$ cat src/rtl/seq_shift_add_mult.sv
// -----------------------------------------------------------------------------
// seq_shift_add_mult
//
// Sequential unsigned shift-and-add multiplier. One partial product per clock
// is accumulated through a WIDTH-bit ripple chain of 1-bit full-adder cells.
// The accepted operands are multiplied in WIDTH RUN cycles. The 2*WIDTH-bit
// product is then held until the next result overwrites it.
//
// Ports
//   clk      in   1        rising-edge clock
//   rst      in   1        asynchronous, active-high reset
//   start    in   1        multiply request, honoured only while ready=1
//   a        in   WIDTH    multiplicand (unsigned), sampled on acceptance
//   b        in   WIDTH    multiplier (unsigned), sampled on acceptance
//   ready    out  1        idle, can accept start
//   busy     out  1        multiplication in progress
//   done     out  1        one-cycle pulse, product is new
//   product  out  2*WIDTH  registered result
//
// Build option
//   SEQ_MULT_ZERO_SKIP_EN  when defined, a zero operand at acceptance bypasses
//                          RUN: product=0 is written and DONE is entered at once.
// -----------------------------------------------------------------------------

module seq_mult_fa (
   input  logic i_a,
   input  logic i_b,
   input  logic i_c,
   output logic o_s,
   output logic o_c
);
   assign o_s = i_a ^ i_b ^ i_c;
   assign o_c = (i_a & i_b) | (i_a & i_c) | (i_b & i_c);
endmodule

// state | meaning
// ------+--------------------------------------------------------------
// IDLE  | ready=1, waiting for start
// RUN   | busy=1, one add/shift per cycle, r_cnt counts down to 0
// DONE  | done=1 for one cycle, product register holds the new result
module seq_shift_add_mult #(
   parameter int WIDTH = 8
) (
   input  logic                 clk,
   input  logic                 rst,
   input  logic                 start,
   input  logic [WIDTH-1:0]     a,
   input  logic [WIDTH-1:0]     b,
   output logic                 ready,
   output logic                 busy,
   output logic                 done,
   output logic [2*WIDTH-1:0]   product
);

   localparam int CW = (WIDTH > 2) ? $clog2(WIDTH) : 1;

   typedef enum logic [1:0] {
      ST_IDLE = 2'd0,
      ST_RUN  = 2'd1,
      ST_DONE = 2'd2
   } state_t;

   state_t               r_state;
   state_t               w_state_nxt;

   logic [WIDTH-1:0]     r_mcand;
   logic [WIDTH-1:0]     r_mq;
   logic [WIDTH-1:0]     r_acc;
   logic [CW-1:0]        r_cnt;
   logic [2*WIDTH-1:0]   r_product;

   logic                 w_accept;
   logic                 w_zero_op;
   logic                 w_last;
   logic [WIDTH-1:0]     w_addend;
   logic [WIDTH-1:0]     w_sum;
   logic [WIDTH:0]       w_carry;
   logic [WIDTH-1:0]     w_acc_nxt;
   logic [WIDTH-1:0]     w_mq_nxt;

   // ---------------------------------------------------------------------------
   // Full-adder ripple chain: acc + (mq[0] ? mcand : 0), carry-in 0.
   // With a zero addend the chain passes acc through and the carry-out is 0,
   // which is exactly the "no add" case, so no separate bypass mux is needed.
   // ---------------------------------------------------------------------------
   assign w_addend   = r_mq[0] ? r_mcand : '0;
   assign w_carry[0] = 1'b0;

   for (genvar g = 0; g < WIDTH; g++) begin : g_fa
      seq_mult_fa u_fa (
         .i_a (r_acc[g]),
         .i_b (w_addend[g]),
         .i_c (w_carry[g]),
         .o_s (w_sum[g]),
         .o_c (w_carry[g+1])
      );
   end

   // {c,sum,mq} >> 1 split back into the acc and mq halves; mq[0] falls off.
   assign w_acc_nxt = {w_carry[WIDTH], w_sum[WIDTH-1:1]};
   assign w_mq_nxt  = {w_sum[0], r_mq[WIDTH-1:1]};

   // ---------------------------------------------------------------------------
   // Control
   // ---------------------------------------------------------------------------
   assign w_accept = (r_state == ST_IDLE) && start;
   assign w_last   = (r_cnt == '0);

`ifdef SEQ_MULT_ZERO_SKIP_EN
   assign w_zero_op = (a == '0) || (b == '0);
`else
   assign w_zero_op = 1'b0;
`endif

   always_ff @(posedge clk or posedge rst) begin
      if (rst) begin
         r_state <= ST_IDLE;
      end else begin
         r_state <= w_state_nxt;
      end
   end

   always_comb begin
      w_state_nxt = r_state;
      unique case (r_state)
         ST_IDLE: begin
            if (start) begin
               w_state_nxt = w_zero_op ? ST_DONE : ST_RUN;
            end
         end
         ST_RUN: begin
            if (w_last) begin
               w_state_nxt = ST_DONE;
            end
         end
         ST_DONE: begin
            w_state_nxt = ST_IDLE;
         end
         default: begin
            w_state_nxt = ST_IDLE;
         end
      endcase
   end

   // ---------------------------------------------------------------------------
   // Datapath registers
   // ---------------------------------------------------------------------------
   always_ff @(posedge clk or posedge rst) begin
      if (rst) begin
         r_mcand   <= '0;
         r_mq      <= '0;
         r_acc     <= '0;
         r_cnt     <= '0;
         r_product <= '0;
      end else begin
         if (w_accept) begin
            r_mcand <= a;
            r_mq    <= b;
            r_acc   <= '0;
            r_cnt   <= CW'(WIDTH - 1);
            // Zero-skip path: the result is known without running the chain.
            if (w_zero_op) begin
               r_product <= '0;
            end
         end else if (r_state == ST_RUN) begin
            r_acc <= w_acc_nxt;
            r_mq  <= w_mq_nxt;
            if (w_last) begin
               r_product <= {w_acc_nxt, w_mq_nxt};
            end else begin
               r_cnt <= r_cnt - CW'(1);
            end
         end
      end
   end

   // ---------------------------------------------------------------------------
   // Outputs decoded straight from the state register (mutually exclusive)
   // ---------------------------------------------------------------------------
   assign ready   = (r_state == ST_IDLE);
   assign busy    = (r_state == ST_RUN);
   assign done    = (r_state == ST_DONE);
   assign product = r_product;

endmodule

$ cat config.mk
export PLATFORM = sky130hd
export DESIGN_NAME = seq_shift_add_mult
export DESIGN_NICKNAME = d
export VERILOG_FILES = /design/src/rtl/seq_shift_add_mult.sv
export SDC_FILE = /design/constraint.sdc
export NUM_CORES = 1
export LEC_CHECK = 0
export CAP_MARGIN = 20
export CORE_MARGIN = 4
export CORE_UTILIZATION = 30
export CTS_CLUSTER_DIAMETER = 120
export DETAILED_ROUTE_END_ITERATION = 10
export GPL_ROUTABILITY_DRIVEN = 0
export GPL_TIMING_DRIVEN = 0
export SLEW_MARGIN = 5
export SYNTH_ARGS = -nofsm -noshare
export SYNTH_HDL_FRONTEND = slang
export SYNTH_SLANG_ARGS = --single-unit
export TNS_END_PERCENT = 20
$ cat constraint.sdc
create_clock -name clk -period 7.48 [get_ports clk]
set_input_delay 0.748 -clock clk [delete_from_list [all_inputs] [get_ports clk]]
set_output_delay 0.748 -clock clk [all_outputs]
set_load 0.05 [all_outputs]
==> impl_metrics.env, run 1 <==
export IMPL_syn_to_final_growth_pct=28.3
export IMPL_layout_drive_gt1_share_pct=16.0
export IMPL_maxCapViolCount=0
export IMPL_status="finished, final reports clean"
export IMPL_multi_input_area_um2=806
export IMPL_endpoint_kind="flop"
export IMPL_ant_nets=0
export IMPL_hp_start="product[13]"
export IMPL_clock_sinks=45
export IMPL_grt_usage_pct=10.6
export IMPL_diodes=0
export IMPL_path_class="reg -> reg"
export IMPL_tns_ns=0
export IMPL_r2r_start="r_mq[0]"
export IMPL_synthTopCellsByArea="dfrtp_1 55%, nand2_1 7.2%, fa_1 6.9%"
export IMPL_fin_total_pwr_mw=1.15
export IMPL_crit_start="r_mq[0]"
export IMPL_synthFlopType="dfrtp_1"
export IMPL_syn_mean_instance_area_um2=11.7
export IMPL_cts_clk_slew_worst_paths_ns=0.08
export IMPL_regToRegSetupSlack_ns=3.56
export IMPL_ys_top_cells_by_count="45 x dfrtp_1, 39 x nand2_1, 14 x inv_1, 12 x mux2_2, 10 x o21ai_0"
export IMPL_grt_antenna_before_repair=0
export IMPL_vdd_drop_max_uv=115
export IMPL_cpMostUsedCell="fa_1"
export IMPL_io_pins=38
export IMPL_place_area_um2=2520
export IMPL_yosys_area_top_type="dfrtp_1"
export IMPL_first_pass_iters=4
export IMPL_worstHoldPathType="reg -> reg"
export IMPL_root_buffer="clkbuf_8"
export IMPL_holdBufCountCts=0
export IMPL_worstMarginPinSlew_ns=0.619
export IMPL_ys_ff_latch=45
export IMPL_critPathArrivalTime_ns=4.08
export IMPL_io_buffers=37
export IMPL_rows=29
export IMPL_fmax_ghz=0.255
export IMPL_clock_path_buffers=2
export IMPL_holdPathEnd="product[13]"
export IMPL_synth_edf_count=0
export IMPL_drcViolationCount=0
export IMPL_die_w_um=90.4
export IMPL_grt_pass1_vias=1424
export IMPL_async_reset_ff_share_pct=100
export IMPL_synth_cell_types=27
export IMPL_post_cts_buffers=0
export IMPL_r2r_end="r_acc[6]"
export IMPL_cpMaxStageDelayCell="fa_1"
export IMPL_final_nets=248
export IMPL_synth_top_area_share_pct=55.3
export IMPL_cts_htree_levels=2
export IMPL_crit_required_ns=7.65
export IMPL_yosysWarnings=0
export IMPL_seqCellArea_um2=1130
export IMPL_die_area_um2=8170
export IMPL_path_cells="clkbuf_1 -> and2_1 -> ha_1 -> inv_1 -> fa_1 -> inv_1 -> fa_1 -> inv_1 -> fa_1 -> fa_1 -> fa_1 -> fa_1 -> fa_1 -> o22ai_1"
export IMPL_maxSlewHeadroom_pct=58.7
export IMPL_clock_latency_ns=0.29
export IMPL_coreArea_um2=6460
export IMPL_min_path_cells=2
export IMPL_powerDensity_nw_per_um2=441
export IMPL_setup_violations_final=0
export IMPL_grt_pass1_wl_um=6980
export IMPL_fp_dieH_um=90.4
export IMPL_wire_per_inst_um=13.5
export IMPL_nFillCells=623
export IMPL_hpwl_um=3050
export IMPL_yosysSeqAreaShare_pct=55.3
export IMPL_wl_um=3990
export IMPL_rr_worst_depth=14
export IMPL_critPathMaxStageDelay_ns=0.52
export IMPL_viasPerCell=4.60
export IMPL_drtIter0Drc=114
export IMPL_grt_max_degree=33
export IMPL_start_util_pct=31.5
export IMPL_cts_resized=0
export IMPL_syn_num_nets=203
export IMPL_rsz0062_at_grt="false"
export IMPL_yosysMostFrequentCell="dfrtp_1"
export IMPL_final_area_um2=2610
export IMPL_min_period_over_period_pct=52.3
export IMPL_cts_buffers=5
export IMPL_finalClockSkew_ns=0.00775
export IMPL_path_max_fanout=9
export IMPL_syn_cell_area_um2=2040
export IMPL_cp_start_kind="flop"
export IMPL_via_count=1363
export IMPL_grt_overflow=0
export IMPL_slew_violations=0
export IMPL_period_needed_ns=3.92
export IMPL_cts_tree="done"
export IMPL_synth_cells=174
export IMPL_p_leak_nw=1.16
export IMPL_hold_viol_final=0
per-layer routing:
layer  up-vias  GRT usage (%)  wire, um
met5         -              0         0
met4         0           4.21        63
met3         4           2.00       127
met2        25           17.0      1850
met1       661           14.0      1940
li1        673              -         -
cells in the final DEF, fill, tap and decap left out, drive strengths merged:
cell type      synthesis  layout
dfrtp                 45      45
nand2                 39      39
clkdlybuf4s50          0      37
mux2                  17      17
inv                   14      14
o21ai                 10      10
buf                    8       9
a22oi                  8       8
o22ai                  7       7
fa                     7       7
clkbuf                 1       7
ha                     3       3
and2                   2       2
nor2b                  2       2
nand2b                 1       1
nor3b                  1       1
o21bai                 1       1
nand4bb                1       1
nor4b                  1       1
a211o                  1       1
nor2                   1       1
or3                    1       1
nand3                  1       1
o311ai                 1       1
o31ai                  1       1
clkinvlp               0       1
layout make-up:
class / instances / share of cell area (%)
plain buffers: 9 / 2.01
clock buffers: 6 / 3.16
clock inverters: 1 / 0.287
inverters: 14 / 2.01
multi-input cells: 106 / 30.8
flip-flops and latches: 45 / 43.1
well taps: 77 / 3.69
repair buffers: 38 / 14.9
cells by family after synthesis:
family	after synthesis	share of synthesized area (%)
simple gates	50	11.4
flops	45	55.3
compound gates	29	9.15
buf+inv	23	5.16
mux	17	10.3
fa+ha+maj	10	8.72
state kept, by name, indices dropped and copies added, names as in the netlist:
signal / cells
r_mcand: 8
product: 16
r_acc: 8
r_mq: 8
r_cnt: 3
r_state: 2
through the flow:
step                instances  setup slack (ns)  hold slack, ns  utilization, %
floorplan                 174              3.84           0.464               -
global placement          288              3.58           0.473            38.8
detailed placement        289              3.55           0.471            39.1
CTS                       296              3.54           0.489            40.5
global route              296              3.27           0.522            40.5
finish                    296              3.56           0.481            40.5
worst max-delay path: cells and delay by family, from the launching register on:
| family | cells | cell delay (ns) |
|---|---|---|
| adder cells (fa/ha/maj) | 8 | 2.70 |
| buffers and inverters | 4 | 0.48 |
| flip-flops | 1 | 0.33 |
| AND/OR/NAND/NOR | 1 | 0.18 |
| AO/OA/AOI/OAI | 1 | 0.09 |
power by group:
group | internal [mW] | switching [mW]
Clock | 0.0731 | 0.0770
Sequential | 0.352 | 0.0648
Combinational | 0.240 | 0.346
Total | 0.665 | 0.487
worst max-delay path by stage:
stage / end / slack, ns / depth (start not counted)
2_1_floorplan: r_acc[6] / 3.84 / 14
3_3_place_gp: r_acc[6] / 3.58 / 14
3_5_place_dp: r_acc[6] / 3.55 / 14
4_1_cts: r_acc[6] / 3.54 / 14
5_1_grt: product[14] / 3.27 / 14
6_report: r_acc[6] / 3.56 / 14
Power figures use the tool's default switching activity.
==> inputs of run 2 (changes only) <==
- clock period: 7.48 -> 3.6 ns (I/O delays scaled with it)
==> run 2 against run 1 <==
Compared with the run above: largest power group unchanged; critical path type unchanged; non-clock buffer count unchanged; clock power up 140%; sequential power grew 110%; total power increased by 120%.
==> impl_metrics.env, run 2 (synthesis gave the netlist of run 1 again) <==
export IMPL_layout_common_cells="45 x dfrtp_1, 39 x nand2_1, 37 x clkdlybuf4s50_1"
export IMPL_worstMarginPinSlew_ns=0.674
export IMPL_grt_pass1_wl_um=7330
export IMPL_clock_latency_ns=0.29
export IMPL_clock_sinks=45
export IMPL_final_area_um2=2650
export IMPL_fin_total_pwr_mw=2.48
export IMPL_final_common_cell="dfrtp_1"
export IMPL_final_util_pct=41.0
export IMPL_grt_max_degree=32
export IMPL_die_w_um=90.4
export IMPL_grt_pass1_vias=1487
export IMPL_rsz0062_at_grt="true"
export IMPL_ant_nets=0
export IMPL_fp_dieH_um=90.4
export IMPL_cpMaxStageDelayCell="fa_1"
export IMPL_path_cells="buf_8 -> and2_1 -> ha_1 -> inv_1 -> fa_1 -> inv_1 -> fa_1 -> inv_1 -> fa_2 -> fa_2 -> fa_2 -> fa_2 -> fa_1 -> o21ai_0"
export IMPL_grt_overflow=0
export IMPL_root_buffer="clkbuf_8"
export IMPL_crit_family="adder cells"
export IMPL_setup_violations_final=0
export IMPL_finalClockSkew_ns=0.00799
export IMPL_layout_drive_gt1_share_pct=18.3
export IMPL_cp_num_buf_inv=4
export IMPL_worstHoldPathType="in -> async"
export IMPL_endpoint_kind="flop"
export IMPL_cpMostUsedCell="fa_2"
export IMPL_diodes=0
export IMPL_first_pass_iters=4
export IMPL_maxSlewHeadroom_pct=55.0
export IMPL_viasPerCell=4.68
export IMPL_final_nets=248
export IMPL_powerDensity_nw_per_um2=936
export IMPL_io_buffers=37
export IMPL_place_area_um2=2520
export IMPL_status="finished, final reports clean"
export IMPL_via_count=1385
export IMPL_setup_ws_ns=0.0675
export IMPL_grt_usage_pct=11.1
export IMPL_place_ws_ns=-0.180
export IMPL_fmax_ghz=0.283
export IMPL_largest_reg_flops=16
export IMPL_cts_buffers=5
export IMPL_cts_htree_levels=2
export IMPL_wire_per_inst_um=14.2
export IMPL_wl_um=4200
export IMPL_drtIter0Drc=77
export IMPL_rows=29
export IMPL_min_period_over_period_pct=98.1
export IMPL_cp_start_kind="flop"
export IMPL_hpwl_um=3030
export IMPL_drcViolationCount=0
export IMPL_grt_antenna_before_repair=0
export IMPL_cts_clk_slew_worst_paths_ns=0.08
export IMPL_hold_viol_final=0
export IMPL_slew_violations=0
export IMPL_maxCapViolCount=0
export IMPL_regToRegSetupSlack_ns=0.07
export IMPL_crit_required_ns=3.78
export IMPL_clock_path_buffers=2
export IMPL_critPathArrivalTime_ns=3.72
export IMPL_period_needed_ns=3.53
export IMPL_p_leak_nw=1.17
export IMPL_die_area_um2=8170
export IMPL_start_util_pct=31.5
export IMPL_syn_to_final_growth_pct=30.0
export IMPL_critPathMaxStageDelay_ns=0.52
export IMPL_vdd_drop_max_uv=310
export IMPL_cts_tree="done"
export IMPL_coreArea_um2=6460
export IMPL_path_class="reg -> reg"
export IMPL_path_max_fanout=9
export IMPL_io_pins=38
## run 2: metal layers
layer	part of all wire [%]	vias to the layer above	track usage [%]	routed length (um)
met3	5.1	7	3.50	214
met1	49	670	15.5	2060
met4	0.91	0	2.30	38
li1	-	670	-	-
met2	45	38	16.7	1890
met5	0	-	0	0
## run 2: worst paths after layout
path                              from           to  cells after the start
min                                rst  product[13]                      2
min in group clk           product[11]  product[11]                      2
max reg2reg                    r_mq[0]  product[14]                     14
max                            r_mq[0]  product[14]                     14
min reg2reg                product[11]  product[11]                      2
max in group asynchronous          rst   r_mcand[1]                      3
## run 2: worst register-to-register path, stage by stage, from the launching register on
cell and delay [ns]:
dfrtp_1 0.36, buf_8 0.13, and2_1 0.13, ha_1 0.13, inv_1 0.04, fa_1 0.35
inv_1 0.07, fa_1 0.16, inv_1 0.05, fa_2 0.34, fa_2 0.35, fa_2 0.35
fa_2 0.34, fa_1 0.52, o21ai_0 0.09
## run 2: final cells by class
class                           count  area (um2)
Fill cell                         634        3810
Timing Repair Buffer               38         390
Buffer                              9        63.8
Multi-Input combinational cell    106         816
Clock buffer                        5        68.8
Tap cell                           77        96.3
Inverter                           14        52.6
Sequential cell                    45        1130
Clock inverter                      2        35.0
## run 2: report_power, final
group | total, mW | leakage, nW | switching [mW] | internal [mW]
registers | 0.869 | 0.560 | 0.138 | 0.731
clock network | 0.367 | 0.0540 | 0.165 | 0.202
logic | 1.24 | 0.560 | 0.728 | 0.516
total | 2.48 | 1.17 | 1.03 | 1.45
## run 2: through the flow
stage	std cells	hold slack [ns]	TNS, ns
3_5_place_dp	289	0.478	-0.509
5_1_grt	296	0.384	-0.264
2_1_floorplan	174	0.464	0
4_1_cts	296	0.359	0
3_3_place_gp	288	0.468	-0.450
6_report	296	0.351	0
## run 2: what timing repair did
action | in CTS | in global routing
buffers inserted | 0 | 0
endpoints found under the setup margin | 4 | 4
hold buffers | 0 | 0
gates cloned | 0 | 0
hold endpoints to repair | 0 | 0
gates resized for setup | 6 | 1
pin swaps | 1 | 2
==> inputs of run 3 (changes only) <==
==> constraint.sdc (replaced) <==
create_clock -name clk -period 3.6 [get_ports clk]
set_input_delay 0.72 -clock clk [delete_from_list [all_inputs] [get_ports clk]]
set_output_delay 0.72 -clock clk [all_outputs]
set_load 0.05 [all_outputs]
==> results of run 3 <==
The final DEF is identical to that of run 2. Status: finished, final reports clean.
Among the figures that moved: hold slack 0.351 ns -> 0.488 ns
